### config.mk
export PLATFORM = sky130hd
export DESIGN_NAME = dma_crossover_engine
export DESIGN_NICKNAME = d
export VERILOG_FILES = /design/src/rtl/dma_crossover_engine.sv
export SDC_FILE = /design/constraint.sdc
export NUM_CORES = 1
export LEC_CHECK = 0
export ABC_AREA = 0
export CAP_MARGIN = 20
export CORE_MARGIN = 4
export CORE_UTILIZATION = 59
export DETAILED_ROUTE_END_ITERATION = 10
export PLACE_DENSITY = 0.81
export REMOVE_ABC_BUFFERS = 1
export SYNTH_ARGS = -nofsm -noshare
export SYNTH_HDL_FRONTEND = slang
export SYNTH_SLANG_ARGS = --single-unit
### constraint.sdc
create_clock -name clk -period 6.65 [get_ports clk]
set_clock_uncertainty 0.15 [all_clocks]
set_input_delay 1.33 -clock clk [delete_from_list [all_inputs] [get_ports clk]]
set_output_delay 1.33 -clock clk [all_outputs]
set_load 0.005 [all_outputs]
### src/rtl/dma_crossover_engine.sv
// dma_crossover_engine: dual moving-average crossover engine with hysteresis, position FSM and signal-age counter
module dma_crossover_engine #(
  parameter int PRICE_W    = 8,
  parameter int SHORT_LOG2 = 1,
  parameter int LONG_LOG2  = 2,
  parameter int HYST       = 0,
  parameter int LAT_W      = 16
) (
  input  logic               clk,
  input  logic               rst,
  input  logic               price_valid,
  input  logic [PRICE_W-1:0] price_in,
  output logic [PRICE_W-1:0] short_ma,
  output logic [PRICE_W-1:0] long_ma,
  output logic               ma_valid,
  output logic               buy_signal,
  output logic               sell_signal,
  output logic [1:0]         position,
  output logic [LAT_W-1:0]   latency_counter
);
  localparam int DEPTH = 1 << LONG_LOG2;
  localparam int SUM_W = PRICE_W + LONG_LOG2;
  localparam int CNT_W = LONG_LOG2 + 1;
  localparam logic [PRICE_W:0] HYST_E = (PRICE_W+1)'(HYST);

  if (LONG_LOG2 <= SHORT_LOG2) begin : g_bad_window
    $fatal(1, "LONG_LOG2 must exceed SHORT_LOG2");
  end

  typedef enum logic [1:0] {WARMUP, FLAT, POS_LONG, POS_SHORT} pos_t;

  logic [PRICE_W-1:0]   buf_q [DEPTH];
  logic [PRICE_W-1:0]   buf_d [DEPTH];
  logic [LONG_LOG2-1:0] wr_ptr_q, wr_ptr_d, ev_s_ptr;
  logic [SUM_W-1:0]     short_sum_q, short_sum_d, long_sum_q, long_sum_d;
  logic [CNT_W-1:0]     cnt_q, cnt_d;
  logic [PRICE_W-1:0]   short_ma_q, short_ma_d, long_ma_q, long_ma_d;
  logic                 ma_valid_q, ma_valid_d, buy_q, buy_d, sell_q, sell_d;
  pos_t                 pos_q, pos_d;
  logic [LAT_W-1:0]     lat_q, lat_d;
  logic [PRICE_W:0]     s_e, l_e;
  logic                 full, up, dn;

  always_comb begin
    buf_d       = buf_q;
    ev_s_ptr    = wr_ptr_q - LONG_LOG2'(2**SHORT_LOG2);
    // Evicted samples read 0 during warm-up because the buffer is cleared at reset.
    short_sum_d = price_valid ? short_sum_q + SUM_W'(price_in) - SUM_W'(buf_q[ev_s_ptr]) : short_sum_q;
    long_sum_d  = price_valid ? long_sum_q + SUM_W'(price_in) - SUM_W'(buf_q[wr_ptr_q]) : long_sum_q;
    if (price_valid) buf_d[wr_ptr_q] = price_in;
    wr_ptr_d    = price_valid ? wr_ptr_q + 1'b1 : wr_ptr_q;
    cnt_d       = (price_valid && cnt_q != CNT_W'(DEPTH)) ? cnt_q + CNT_W'(1) : cnt_q;
    full        = cnt_d == CNT_W'(DEPTH);
    short_ma_d  = price_valid ? PRICE_W'(short_sum_d >> SHORT_LOG2) : short_ma_q;
    long_ma_d   = price_valid ? PRICE_W'(long_sum_d >> LONG_LOG2) : long_ma_q;
    ma_valid_d  = price_valid && full;
    s_e         = {1'b0, short_ma_d};
    l_e         = {1'b0, long_ma_d};
    up          = s_e > l_e + HYST_E;
    dn          = s_e + HYST_E < l_e;
    pos_d       = pos_q;
    buy_d       = 1'b0;
    sell_d      = 1'b0;
    if (price_valid) begin
      if (pos_q == WARMUP) pos_d = full ? FLAT : WARMUP;
      else if (up && pos_q != POS_LONG) begin
        pos_d = POS_LONG;
        buy_d = 1'b1;
      end else if (dn && pos_q != POS_SHORT) begin
        pos_d  = POS_SHORT;
        sell_d = 1'b1;
      end
    end
    lat_d = (buy_d || sell_d) ? '0 : (&lat_q ? lat_q : lat_q + LAT_W'(1));
  end

  always_ff @(posedge clk or negedge rst) begin
    if (!rst) begin
      buf_q       <= '{default: '0};
      wr_ptr_q    <= '0;
      short_sum_q <= '0;
      long_sum_q  <= '0;
      cnt_q       <= '0;
      short_ma_q  <= '0;
      long_ma_q   <= '0;
      ma_valid_q  <= 1'b0;
      buy_q       <= 1'b0;
      sell_q      <= 1'b0;
      pos_q       <= WARMUP;
      lat_q       <= '0;
    end else begin
      buf_q       <= buf_d;
      wr_ptr_q    <= wr_ptr_d;
      short_sum_q <= short_sum_d;
      long_sum_q  <= long_sum_d;
      cnt_q       <= cnt_d;
      short_ma_q  <= short_ma_d;
      long_ma_q   <= long_ma_d;
      ma_valid_q  <= ma_valid_d;
      buy_q       <= buy_d;
      sell_q      <= sell_d;
      pos_q       <= pos_d;
      lat_q       <= lat_d;
    end
  end

  assign short_ma        = short_ma_q;
  assign long_ma         = long_ma_q;
  assign ma_valid        = ma_valid_q;
  assign buy_signal      = buy_q;
  assign sell_signal     = sell_q;
  assign position        = pos_q;
  assign latency_counter = lat_q;
endmodule
==> metrics.txt, run 1 <==
# TYPE chip_impl_metric gauge
chip_impl_info{name="run_status",value="completed"} 1
chip_impl_metric{name="groute.usage.overall",unit=""} 0.2373
chip_impl_metric{name="clock_sinks",unit=""} 93
chip_impl_metric{name="floorplan.die.width",unit="um"} 105.4
chip_impl_metric{name="cp_num_buf_inv",unit=""} 4
chip_impl_metric{name="chipHeight",unit="um"} 105.4
chip_impl_metric{name="design.die.area",unit="mm2"} 0.01112
chip_impl_metric{name="final_layout_size_suffix_gt1_frac",unit=""} 0.1091
chip_impl_info{name="ys_top_cells_by_count",value="dfrtp_1 (93), inv_1 (77), nand2_1 (63)"} 1
chip_impl_metric{name="antennaDiodeCount",unit=""} 0
chip_impl_info{name="crit_path_cell_trace",value="clkdlybuf4s50_1, inv_1, fa_1, inv_1, ha_1, a21oi_1, o22ai_1, nor2_2, o21bai_1, or4b_4, and3_1, ha_1, a21o_1, a21o_1, a21oi_1, a21oi_2, buf_4, nor4_1"} 1
chip_impl_info{name="cpLargestDelayFamily",value="compound AO/OA/AOI/OAI gates"} 1
chip_impl_metric{name="end_of_flow_core_utilization",unit=""} 0.6903
chip_impl_metric{name="antenna_left",unit=""} 0
chip_impl_metric{name="synth_edf_count",unit=""} 0
chip_impl_info{name="clockRootBuffer",value="clkbuf_8"} 1
chip_impl_metric{name="route.detailed.drc",unit=""} 0
chip_impl_metric{name="register_area_share_after_synthesis",unit=""} 0.4155
chip_impl_info{name="endpoint_kind",value="register"} 1
chip_impl_metric{name="setup_viol_count_final",unit=""} 0
chip_impl_metric{name="route.detailed.wl_per_inst",unit="um"} 16.80
chip_impl_metric{name="yosys_warnings",unit=""} 0
chip_impl_info{name="synth.most_common_cell",value="dfrtp_1"} 1
chip_impl_info{name="synth_area_leaders",value="dfrtp_1 (42%), ha_1 (7.6%), mux4_2 (6.4%)"} 1
chip_impl_metric{name="crit_fanout",unit=""} 18
chip_impl_metric{name="layout_min_cycle_time",unit="ns"} 5.643
chip_impl_metric{name="fmaxAchievable",unit="MHz"} 177.2
chip_impl_metric{name="synthArstFlopShare",unit=""} 1.000
chip_impl_metric{name="place_congestion",unit=""} 0.8300
chip_impl_metric{name="synth.top_cell.area_share",unit=""} 0.4155
chip_impl_metric{name="numnets_final",unit=""} 652
chip_impl_metric{name="first_global_vias",unit=""} 4409
chip_impl_metric{name="post-dp-hpwl",unit="um"} 8946
chip_impl_metric{name="total_neg_setup_slack",unit="ns"} 0
chip_impl_metric{name="clk_latency",unit="ns"} 0.36
chip_impl_metric{name="placement.io_buffers",unit=""} 47
chip_impl_metric{name="grt_max_degree",unit=""} 57
chip_impl_info{name="critical_path.slowest_cell",value="fa_1"} 1
chip_impl_metric{name="yosys_register_bits",unit=""} 93
chip_impl_metric{name="floorplan.io_pins",unit=""} 48
chip_impl_metric{name="grt_first_pass_wirelength",unit="um"} 21340
chip_impl_metric{name="routed_vias_inst",unit=""} 5.777
chip_impl_metric{name="cts_resized",unit=""} 0
chip_impl_metric{name="required_time_at_the_worst_slack_endpoint",unit="ns"} 6.77
chip_impl_info{name="min-delay-path-class",value="reg -> reg"} 1
chip_impl_metric{name="timing.max_cap.violations",unit=""} 0
chip_impl_metric{name="postCtsSetupRepairBufs",unit=""} 0
chip_impl_metric{name="syn_avg_cell_area",unit="um2"} 10.18
chip_impl_metric{name="drv_slew",unit=""} 0
chip_impl_metric{name="detailroute.via_count",unit=""} 4188
chip_impl_metric{name="min_period_over_period",unit=""} 0.8486
chip_impl_metric{name="fp-row-count",unit=""} 35
chip_impl_metric{name="drtIter0Drc",unit=""} 261
chip_impl_info{name="post-synth-top-area-cell",value="dfrtp_1"} 1
chip_impl_metric{name="clk_transition_reported_paths",unit="ns"} 0.10
chip_impl_metric{name="cts-buffers-inserted",unit=""} 9
chip_impl_metric{name="initial_antenna_violation_count",unit=""} 0
chip_impl_metric{name="h-tree-depth",unit=""} 3
chip_impl_info{name="worstSetupPathType",value="in -> reg"} 1
chip_impl_info{name="yosys_most_used_dff",value="dfrtp_1"} 1
chip_impl_metric{name="worst_slew_pin_slew",unit="ns"} 0.8150
chip_impl_metric{name="placeableCoreArea",unit="mm2"} 0.009240
chip_impl_metric{name="timing.critical_path.arrival",unit="ns"} 5.76
chip_impl_metric{name="slew_headroom",unit=""} 0.4567
chip_impl_info{name="cts_tree",value="yes"} 1
chip_impl_metric{name="finalWirelength",unit="um"} 12180
chip_impl_metric{name="global_route.overflow_total",unit=""} 0
chip_impl_info{name="cp-start-kind",value="primary input"} 1
chip_impl_metric{name="nFillCells",unit=""} 698
chip_impl_metric{name="timing_hold_violations_final",unit=""} 0
chip_impl_metric{name="synthesized_instance_count",unit=""} 550
chip_impl_metric{name="postCtsHoldBufs",unit=""} 0
chip_impl_metric{name="synth_cell_types",unit=""} 54
chip_impl_metric{name="start_util",unit=""} 0.6062
chip_impl_metric{name="cpPeakStageDelay",unit="ns"} 0.62
chip_impl_metric{name="cts.path.max_buffers",unit=""} 2
chip_impl_info{name="rsz_0062_raised_after_global_routing",value="no"} 1
chip_impl_metric{name="drt_first_pass_iters",unit=""} 5
chip_impl_metric{name="syn_to_final_growth",unit="%"} 13.87
chip_impl_metric{name="post_synth_instance_area",unit="mm2"} 0.005602
state kept, by name (all words and copies together), names as in the netlist:
register	cells
buf_q	32
latency_counter	16
long_sum_q	10
short_sum_q	9
long_ma	8
short_ma	8
cnt_q	3
position	2
wr_ptr_q	2
buy_signal	1
ma_valid	1
sell_signal	1
path summary, 6_finish.rpt:
check / start / end / slack (ns) / cells past startpoint
worst max-delay path: price_in[1] / latency_counter[9] / 1.01 / 18
max in group asynchronous: rst / buf_q[5] / 4.49 / 2
worst max register to register: wr_ptr_q[1] / latency_counter[9] / 1.31 / 17
min in group asynchronous: rst / buf_q[25] / 0.80 / 1
worst min-delay path: long_sum_q[6] / long_sum_q[6] / 0.34 / 2
worst min register to register: long_sum_q[6] / long_sum_q[6] / 0.34 / 2
metal layers:
metal | GRT usage | vias to the layer above | part of all wire
met1 | 0.3199 | 2098 | 0.44
met3 | 0.03919 | 19 | 0.045
met5 | 0 | - | 0
met2 | 0.4016 | 119 | 0.50
li1 | - | 1952 | -
met4 | 0.05998 | 0 | 0.016
tightest hold or removal path, stage by stage (launching register included):
cell and delay [ns]:
dfrtp_1 0.36, nand2_1 0.05, o31ai_1 0.05
cell type report:
type / count / area [um2] / area share
flip-flops and latches: 93 / 2327 / 0.3648
clock buffers: 9 / 123.9 / 0.01942
well taps: 129 / 161.4 / 0.02530
inverters: 77 / 289.0 / 0.04531
clock inverters: 7 / 96.34 / 0.01510
multi-input cells: 358 / 2880 / 0.4515
repair buffers: 52 / 500.5 / 0.07846
cell families after synthesis:
| family | after synthesis | share of synthesized area |
|---|---|---|
| simple gates | 146 | 0.1340 |
| compound gates | 109 | 0.1208 |
| xor+xnor | 26 | 0.04065 |
| flops | 93 | 0.4155 |
| fa+ha+maj | 50 | 0.1331 |
| mux | 27 | 0.08555 |
| buf+inv | 99 | 0.07036 |
placed cells by master (no fill, tap or decap), drive strengths merged, types with 10 or more instances in the layout:
cell type       n
ha             34
xor2           10
o21ai          55
fa             16
xnor2          16
nand3          18
nor2           12
nand2          63
nor3           21
inv            79
dfrtp          93
mux4           16
clkdlybuf4s50  45
a21oi          20
through the flow:
step                instances  hold slack (ns)  setup slack [ns]  area (um2)
floorplan                 528           0.3017             1.278        5497
global placement          709           0.3237            0.7893        6158
detailed placement        709           0.3247            0.6291        6158
CTS                       725           0.3432             1.013        6379
global route              725           0.3913            0.7494        6379
finish                    725           0.3416             1.007        6379
Power of run 1 is left out: the tool's default activity adds up to more than one toggle a clock period on the data nets, which glitch-free logic cannot reach.
==> run 2: changes to the inputs <==
--- a/config.mk
+++ b/config.mk
@@ -8,9 +8,9 @@
 export ABC_AREA = 0
 export CAP_MARGIN = 20
 export CORE_MARGIN = 4
-export CORE_UTILIZATION = 59
+export CORE_UTILIZATION = 53
 export DETAILED_ROUTE_END_ITERATION = 10
-export PLACE_DENSITY = 0.81
+export PLACE_DENSITY = 0.77
 export REMOVE_ABC_BUFFERS = 1
 export SYNTH_ARGS = -nofsm -noshare
 export SYNTH_HDL_FRONTEND = slang
==> constraint.sdc (replaced) <==
create_clock -name clk -period 4.8 [get_ports clk]
set_clock_uncertainty 0.15 [all_clocks]
set_input_delay 0.96 -clock clk [delete_from_list [all_inputs] [get_ports clk]]
set_output_delay 0.96 -clock clk [all_outputs]
set_load 0.005 [all_outputs]
==> run 2 against run 1 <==
  * The flow now finishes with violations (negative setup slack)
  * Cell area rose by 13%
  * Worst setup slack got worse by 1.2 ns
  * Core utilization rose by 1.0 points
  * Global-route usage fell by 0.19 points
  * Cell count rose by 11%
  * Register-to-register slack got worse by 1.5 ns
  * Via count rose by 9.6%
  * Critical path depth rose by 1
  * Worst hold slack improved by 0.020 ns
  * Non-clock buffer count rose by 73
  * Flip-flop and latch count did not move
  * Largest cell class unchanged
==> metrics.txt, run 2 (synthesis gave the netlist of run 1 again) <==
# TYPE chip_impl_metric gauge
chip_impl_metric{name="slew_headroom",unit=""} 0.5116
chip_impl_info{name="crit_path_cell_trace",value="buf_6, mux4_2, fa_1, inv_2, fa_2, a21oi_4, o211ai_1, buf_4, o41a_1, xnor2_2, xnor2_1, o21ai_1, ha_1, nand4_1, o211ai_1, buf_4, a21oi_4, bufbuf_16, nor3_2"} 1
chip_impl_info{name="worst_setup_path_startpoint",value="wr_ptr_q[0]"} 1
chip_impl_metric{name="final_cell_area",unit="mm2"} 0.007231
chip_impl_metric{name="cpPeakStageDelay",unit="ns"} 0.52
chip_impl_metric{name="cts.path.max_buffers",unit=""} 2
chip_impl_info{name="min_from",value="buf_q[31]"} 1
chip_impl_metric{name="finalWirelength",unit="um"} 14190
chip_impl_metric{name="placement.io_buffers",unit=""} 47
chip_impl_metric{name="timing.reg2reg.worst_path_depth",unit=""} 19
chip_impl_metric{name="timing.critical_path.arrival",unit="ns"} 5.06
chip_impl_info{name="critical_path.slowest_cell",value="fa_1"} 1
chip_impl_info{name="most_common_cell_after_layout_fill_and_taps_aside",value="dfrtp_1"} 1
chip_impl_metric{name="setup_viol_count_final",unit=""} 17
chip_impl_metric{name="timing_hold_violations_final",unit=""} 0
chip_impl_info{name="cts_tree",value="yes"} 1
chip_impl_metric{name="detailroute.via_count",unit=""} 4588
chip_impl_metric{name="placeableCoreArea",unit="mm2"} 0.01032
chip_impl_metric{name="grt_max_degree",unit=""} 57
chip_impl_metric{name="worst_slew_pin_slew",unit="ns"} 0.7326
chip_impl_metric{name="start_util",unit=""} 0.5426
chip_impl_info{name="final_cell_mix",value="dfrtp_1 (92), inv_1 (74), buf_4 (69), nand2_1 (63), o21ai_0 (53)"} 1
chip_impl_metric{name="final_layout_size_suffix_gt1_frac",unit=""} 0.2496
chip_impl_metric{name="drtIter0Drc",unit=""} 280
chip_impl_info{name="worstSetupPathType",value="reg -> reg"} 1
chip_impl_info{name="min_to",value="buf_q[31]"} 1
chip_impl_metric{name="initial_antenna_violation_count",unit=""} 0
chip_impl_metric{name="drt_first_pass_iters",unit=""} 5
chip_impl_info{name="rr_startpoint",value="wr_ptr_q[0]"} 1
chip_impl_metric{name="design.die.area",unit="mm2"} 0.01228
chip_impl_metric{name="nFillCells",unit=""} 691
chip_impl_info{name="endpoint_kind",value="register"} 1
chip_impl_info{name="largest-register",value="buf_q"} 1
chip_impl_metric{name="r2r_setup_slack",unit="ns"} -0.14
chip_impl_metric{name="seqCellArea",unit="mm2"} 0.002328
chip_impl_metric{name="dp_slack",unit="ns"} -0.6994
chip_impl_info{name="critical_path.reg2reg.endpoint",value="latency_counter[6]"} 1
chip_impl_metric{name="fp-row-count",unit=""} 37
chip_impl_metric{name="numnets_final",unit=""} 725
chip_impl_metric{name="global_route.overflow_total",unit=""} 0
chip_impl_metric{name="largest_register_ffs",unit=""} 32
chip_impl_metric{name="post-dp-hpwl",unit="um"} 9386
chip_impl_metric{name="drv_slew",unit=""} 0
chip_impl_metric{name="groute.usage.overall",unit=""} 0.2354
chip_impl_metric{name="grt_first_pass_wirelength",unit="um"} 23320
chip_impl_info{name="run_status",value="finished with violations"} 1
chip_impl_metric{name="final.setup.worst_slack",unit="ns"} -0.1446
chip_impl_metric{name="syn_to_final_growth",unit="%"} 29.08
chip_impl_metric{name="first_global_vias",unit=""} 4729
chip_impl_metric{name="clk_transition_reported_paths",unit="ns"} 0.09
chip_impl_metric{name="route.detailed.wl_per_inst",unit="um"} 17.62
chip_impl_metric{name="min_period_over_period",unit=""} 1.030
chip_impl_metric{name="cts-buffers-inserted",unit=""} 9
chip_impl_info{name="rsz_0062_raised_after_global_routing",value="yes"} 1
chip_impl_metric{name="layout_min_cycle_time",unit="ns"} 4.945
chip_impl_metric{name="chipHeight",unit="um"} 110.8
chip_impl_metric{name="routed_vias_inst",unit=""} 5.699
chip_impl_metric{name="h-tree-depth",unit=""} 3
chip_impl_metric{name="clock_sinks",unit=""} 93
chip_impl_info{name="clockRootBuffer",value="clkbuf_8"} 1
chip_impl_metric{name="timing.max_cap.violations",unit=""} 0
chip_impl_metric{name="crit_fanout",unit=""} 5
chip_impl_metric{name="min_path_cells",unit=""} 2
chip_impl_metric{name="floorplan.die.width",unit="um"} 110.8
chip_impl_metric{name="antennaDiodeCount",unit=""} 0
chip_impl_metric{name="required_time_at_the_worst_slack_endpoint",unit="ns"} 4.91
chip_impl_info{name="failed_checks",value="negative setup slack"} 1
chip_impl_metric{name="antenna_left",unit=""} 0
chip_impl_info{name="min-delay-path-class",value="reg -> reg"} 1
chip_impl_metric{name="route.detailed.drc",unit=""} 0
chip_impl_metric{name="clk_latency",unit="ns"} 0.37
chip_impl_info{name="cp-start-kind",value="register"} 1
chip_impl_metric{name="floorplan.io_pins",unit=""} 48
chip_impl_metric{name="fmaxAchievable",unit="MHz"} 202.2
chip_impl_metric{name="place_congestion",unit=""} 0.9186
chip_impl_metric{name="postPlaceCellArea",unit="mm2"} 0.006628
chip_impl_metric{name="multi_input_comb_area",unit="mm2"} 0.003087
[run 2: cell count changes in the layout (fill, tap and decap cells not counted), sizes merged]
| cell | previous run | this run |
|---|---|---|
| clkdlybuf4s50 | 45 | 43 |
| clkinv | 3 | 4 |
| bufbuf | 0 | 2 |
| dlymetal6s2s | 0 | 1 |
| bufinv | 2 | 0 |
| buf | 7 | 77 |
| clkbuf | 9 | 12 |
| inv | 79 | 77 |
| clkinvlp | 0 | 1 |
| dlygate4sd2 | 0 | 1 |
[run 2: worst max-delay path by stage]
stage | endpoint | slack (ns)
2_1_floorplan | latency_counter[2] | -0.57
3_3_place_gp | latency_counter[2] | -0.55
3_5_place_dp | latency_counter[14] | -0.70
4_1_cts | latency_counter[2] | -0.02
5_1_grt | latency_counter[11] | -0.37
6_report | latency_counter[6] | -0.14
[run 2: through the flow]
step	setup TNS (ns)	instances	util	hold slack [ns]
global placement	-8.885	774	0.6420	0.3258
finish	-1.862	805	0.7004	0.3614
global route	-5.971	805	0.7004	0.3796
CTS	-0.06171	800	0.6900	0.3604
detailed placement	-11.37	774	0.6420	0.3441
floorplan	-9.865	528	-	0.3017
[run 2: timing repair]
action	4_1_cts	5_1_grt
setup buffers	8	5
hold buffers	0	0
resized for setup	32	10
pin swaps	17	17
endpoints found under the setup margin	20	20
cloned	3	1
[run 2: area by class of cell]
class | instances | share of cell area
inverters | 77 | 0.03997
multi-input cells | 358 | 0.4269
repair buffers | 125 | 0.1618
flip-flops and latches | 93 | 0.3220
clock buffers | 11 | 0.02094
clock inverters | 5 | 0.004845
well taps | 136 | 0.02353
[run 2: critical path: cells and delay by family (launching register included)]
family	cells	cell delay [ns]
buffers and inverters	5	0.85
multiplexers	1	0.49
XOR/XNOR	2	0.29
adder cells (fa/ha/maj)	3	1.23
AO/OA/AOI/OAI	6	1.22
AND/OR/NAND/NOR	2	0.17
flip-flops	1	0.44
[run 2: layer usage]
layer | global-route usage | wire [um] | vias up | part of all wire
met2 | 0.3920 | 7212 | 159 | 0.51
met4 | 0.1067 | 359 | 0 | 0.025
met3 | 0.03603 | 642 | 33 | 0.045
li1 | - | - | 2110 | -
met1 | 0.3043 | 5974 | 2286 | 0.42
met5 | 0 | 0 | - | 0
Power of run 2 is left out for the same reason.
